## config.mk

```make
export PLATFORM = sky130hd
export DESIGN_NAME = binary_attention
export DESIGN_NICKNAME = d
export VERILOG_FILES = /design/src/rtl/binary_attn_pkg.sv /design/src/rtl/xnor_popcount.sv /design/src/rtl/binary_attention.sv
export SDC_FILE = /design/constraint.sdc
export NUM_CORES = 2
export LEC_CHECK = 0
export BUFFER_PORTS_ARGS = -buffer_cell sky130_fd_sc_hd__buf_2
export CORE_AREA = 8 8 335 337
export CTS_CLUSTER_DIAMETER = 100
export DETAILED_ROUTE_END_ITERATION = 10
export DIE_AREA = 0 0 343 345
export GPL_ROUTABILITY_DRIVEN = 0
export MAX_ROUTING_LAYER = met4
export PLACE_DENSITY = 0.78
export SYNTH_ARGS = -nofsm -noshare
export SYNTH_HDL_FRONTEND = slang
export SYNTH_HIERARCHICAL = 1
export SYNTH_SLANG_ARGS = --single-unit
```

## constraint.sdc

```tcl
create_clock -name clk -period 17.7 [get_ports clk]
set_input_delay 1.77 -clock clk [delete_from_list [all_inputs] [get_ports clk]]
set_output_delay 1.77 -clock clk [all_outputs]
set_load 0.005 [all_outputs]
```

## src/rtl/binary_attn_pkg.sv

```systemverilog
// binary_attn_pkg: shared sizing and state encoding for the binary attention block.
package binary_attn_pkg;
    localparam int SEQ_LEN = 30;
    localparam int D_MODEL = 16;
    localparam int SCORE_W = $clog2(D_MODEL + 1);
    typedef enum logic {LOAD = 1'b0, COMPUTE = 1'b1} state_t;
endpackage

```

## src/rtl/xnor_popcount.sv

```systemverilog
// xnor_popcount: number of bit positions where a and b agree.
module xnor_popcount #(
    parameter int D_MODEL = 16,
    parameter int SCORE_W = $clog2(D_MODEL + 1)
) (
    input  logic [D_MODEL-1:0] a,
    input  logic [D_MODEL-1:0] b,
    output logic [SCORE_W-1:0] count
);
    always_comb begin
        count = '0;
        for (int i = 0; i < D_MODEL; i++) count = count + SCORE_W'(~(a[i] ^ b[i]));
    end
endmodule

```

## src/rtl/binary_attention.sv

```systemverilog
// binary_attention: buffers a sequence of binary Q/K/V tokens, then for each query
// emits the value of the best-agreeing key, scanning one key per cycle.
module binary_attention
    import binary_attn_pkg::*;
#(
    parameter int SEQ_LEN = binary_attn_pkg::SEQ_LEN,
    parameter int D_MODEL = binary_attn_pkg::D_MODEL
) (
    input  logic               clk,
    input  logic               rst_n,
    input  logic [D_MODEL-1:0] query_in,
    input  logic [D_MODEL-1:0] key_in,
    input  logic [D_MODEL-1:0] value_in,
    input  logic               qkv_valid,
    input  logic               qkv_done,
    output logic [D_MODEL-1:0] attn_out,
    output logic               attn_out_valid,
    output logic               busy,
    output logic               done,
    output logic               drop_err
);
    localparam int SW = $clog2(D_MODEL + 1);
    localparam int IW = (SEQ_LEN > 1) ? $clog2(SEQ_LEN) : 1;
    localparam int CW = $clog2(SEQ_LEN + 1);

    logic [D_MODEL-1:0] q_mem [SEQ_LEN];
    logic [D_MODEL-1:0] k_mem [SEQ_LEN];
    logic [D_MODEL-1:0] v_mem [SEQ_LEN];
    state_t             state, state_next;
    logic [CW-1:0]      wr_cnt;
    logic [IW-1:0]      qi, kj, best_idx, sel_idx, n_last;
    logic [SW-1:0]      score, best_score;
    logic               done_q, done_rise, load_go, row_end, seq_end, better;

    xnor_popcount #(.D_MODEL(D_MODEL), .SCORE_W(SW)) u_pop (
        .a(q_mem[qi]),
        .b(k_mem[kj]),
        .count(score)
    );

    assign done_rise = qkv_done & ~done_q;
    assign n_last    = IW'(wr_cnt - CW'(1));
    assign row_end   = kj == n_last;
    assign seq_end   = row_end && qi == n_last;
    assign better    = score > best_score;
    assign sel_idx   = better ? kj : best_idx;
    // a token arriving with the done edge is stored first, so it makes wr_cnt nonzero
    assign load_go   = (qkv_valid && wr_cnt == CW'(SEQ_LEN - 1)) ||
                       (done_rise && (wr_cnt != '0 || qkv_valid));

    always_ff @(posedge clk or negedge rst_n)
        if (!rst_n) state <= LOAD;
        else state <= state_next;

    always_comb state_next = (state == LOAD) ? (load_go ? COMPUTE : LOAD) : (seq_end ? LOAD : COMPUTE);

    always_comb busy = state == COMPUTE;

    always_ff @(posedge clk)
        if (state == LOAD && qkv_valid) begin
            q_mem[IW'(wr_cnt)] <= query_in;
            k_mem[IW'(wr_cnt)] <= key_in;
            v_mem[IW'(wr_cnt)] <= value_in;
        end

    always_ff @(posedge clk or negedge rst_n)
        if (!rst_n) begin
            attn_out       <= '0;
            attn_out_valid <= 1'b0;
            done           <= 1'b0;
            drop_err       <= 1'b0;
            done_q         <= 1'b0;
            wr_cnt         <= '0;
            qi             <= '0;
            kj             <= '0;
            best_idx       <= '0;
            best_score     <= '0;
        end else begin
            done_q         <= qkv_done;
            attn_out_valid <= 1'b0;
            done           <= 1'b0;
            if (state == LOAD) begin
                if (qkv_valid) wr_cnt <= wr_cnt + CW'(1);
            end else begin
                drop_err <= drop_err | qkv_valid;
                if (row_end) begin
                    attn_out       <= v_mem[sel_idx];
                    attn_out_valid <= 1'b1;
                    done           <= seq_end;
                    best_score     <= '0;
                    best_idx       <= '0;
                    kj             <= '0;
                    qi             <= seq_end ? '0 : qi + IW'(1);
                    if (seq_end) wr_cnt <= '0;
                end else begin
                    kj <= kj + IW'(1);
                    if (better) begin
                        best_score <= score;
                        best_idx   <= kj;
                    end
                end
            end
        end
endmodule

```

==> summary.txt <==
Final layout
  • Area Growth Syn to Fin: 11.6%
  • Register Area: 44400 um2
  • Commonest non-fill, non-tap cell in the layout: edfxtp_1
  • Fin area: 64800 um2
  • Most frequent cells in the layout: edfxtp_1 (1440), nand2_1 (365), mux4_2 (282)
  • Multi-input gate area: 13100 um2
  • Layout cells sized above 1: 22.5%
  • Fillers: 7168
  • Nets@finish: 3202

Timing
  • Peak Freq: 92.2 MHz
  • Worst slew pin tran: 1.28 ns
  • Layout Skew: 0.0321 ns
  • Final worst slack: 6.85 ns
  • RSZ-0062 raised after global routing: no
  • Tmin final: 10.85 ns
  • Max Slew Vio Count: 0
  • Final Setup Violations: 0
  • Final hold viol count: 0
  • Total negative setup slack: 0 ns
  • Share of the clock period used by the worst path: 61.3%
  • Max_slew headroom: 14.3%
  • Hold slack: 0.467 ns

Global route
  • GRT Resource Usage Total: 24.7%
  • First-pass GRT wire length: 208000 um
  • Vias in the first global route: 30.8k
  • Total grt overflow: 0
  • Pin count of the biggest net entering global routing: 84
  • Initial antenna violation count: 6

Drt
  • DR DRC count: 0
  • DR vias: 30.4k
  • Pre-Repair DR Iteration Count: 8
  • DR iter-0 viols: 4181
  • Per-cell routed wire length: 30.8 um
  • WL final: 143000 um
  • Vias/cell: 6.53
  • Final ANT Viol Nets: 0

Yosys
  • Top-area cell type share of the netlist area: 74.4%
  • Mapped cell area: 58100 um2
  • Post-synth EDFFs: 1440
  • Synth cell types: 70
  • Yosys warning count: 6
  • Register area share after synthesis: 76.4%
  • Largest cells by area after synthesis: edfxtp_1 (74%), mux4_2 (11%), nand2_1 (2.4%), dfrtp_1 (2.0%), mux2i_1 (0.93%)
  • Syn Nets: 3083
  • Most area-hungry cell type in the Yosys netlist: edfxtp_1
  • Top FF cell, synth: edfxtp_1
  • Gate Count Post-Synth: 3005
  • Synthesis-stage register bit count: 1486
  • Syn_area_per_cell: 19.3 um2
  • Ys async rst share: 3.10%

Floorplan
  • FP Rows: 120
  • Die footprint: 118000 um2
  • Area of the core: 107000 um2
  • Initial Util: 54.5%
  • I/O pins: 72
  • Die Y-Extent: 345 um
  • Die width: 343 um

Place
  • Area post-placement: 60200 um2
  • DP Worst Slack: 6.95 ns
  • Number of port buffers: 71
  • HPWL Detailed: 72800 um

Worst setup path
  • Critical-path top delay cell: buf_4
  • WP buf/inv: 6
  • CP Max Fanout: 46
  • CP top delay family: adder cells
  • Most frequent CP cell: fa_1
  • Worst setup EP type: flip-flop
  • Slowest stage delay, CP: 0.80 ns
  • CP Data Arrival Time: 11.48 ns
  • Worst Path Required: 18.33 ns
  • Setup CP Type: reg -> reg
  • Critical path launch point type: flip-flop

Clocking
  • Clock transition at path regs: 0.06 ns
  • Worst skew pair latency: 0.76 ns
  • Clk sinks: 1486
  • Clock H-tree levels: 4
  • Max clock buf depth: 3
  • CTS tree: built
  • Post-CTS Setup Inserts: 0
  • CTS root buf: clkbuf_16
  • Inserted Clock Buffers: 146
  • Post-CTS sizing: 0
  • Hold_buf cts: 0

Hold path
  • HP Class: reg -> reg

Run
  • Max-cap violations: 0

Outcome
  • Outcome: finished, final reports clean
-- kinds of logic after synthesis --
| kind of cell | synth area share, % |
|---|---|
| flip-flops | 76.4 |
| multiplexers | 12.8 |
| adder cells (fa/ha/maj) | 0.689 |
| buffers and inverters | 1.49 |
| AND/OR/NAND/NOR | 4.74 |
| XOR/XNOR | 0.581 |
| AO/OA/AOI/OAI | 3.36 |
-- through the flow --
| step | cells | util (%) |
|---|---|---|
| after floorplan | 3005 | - |
| after global placement | 4379 | 56.5 |
| after detailed placement | 4379 | 56.5 |
| after CTS | 4644 | 60.8 |
| after global routing | 4648 | 60.8 |
| final | 4649 | 60.8 |
-- registers in the layout (all words and copies together) (netlist names) --
signal,count
attn_out,16
qi,5
wr_cnt,5
done_q,1
done,1
q_mem,480
best_idx,5
best_score,5
attn_out_valid,1
k_mem,480
kj,5
busy,1
v_mem,480
drop_err,1
-- metal layers --
| metal | share of wire, % | track usage, % | vias to the layer above |
|---|---|---|---|
| met5 | 0 | - | - |
| met4 | 4.2 | 10.1 | 0 |
| met3 | 10 | 4.72 | 373 |
| met2 | 49 | 38.8 | 1975 |
| met1 | 37 | 32.1 | 15600 |
| li1 | - | - | 12400 |
-- final timing paths --
check	depth (start not counted)	slack [ns]	from	to
max	27	6.85	qi[0]	attn_out[14]
max in group asynchronous	2	15.83	rst_n	qi[1]
min in group asynchronous	2	1.18	rst_n	attn_out[6]
min	1	0.47	drop_err	drop_err
max reg2reg	27	6.85	qi[0]	attn_out[14]
min reg2reg	1	0.47	drop_err	drop_err
-- layout make-up --
cell class | count | area share [%]
sequential | 1486 | 68.5
multi-input combinational | 1326 | 20.2
clock buffer | 197 | 6.16
tap | 1403 | 2.71
timing repair buffer | 137 | 1.31
clock inverter | 68 | 0.920
inverter | 27 | 0.156
antenna | 5 | 0.0193
-- Yosys cell counts, types with 32 or more instances --
cell      number
mux2i_1       54
edfxtp_1    1440
mux4_2       282
dfrtp_1       46
nand3_1       88
clkbuf_1      76
a21oi_1       48
buf_2         54
a31oi_1       38
mux2_2        46
a32oi_1       32
nor2_1        51
and3_1        40
a211oi_1      49
nand2_1      365
Power is left out: the tool's default activity adds up to more than one toggle a clock period on the data nets, which glitch-free logic cannot reach.
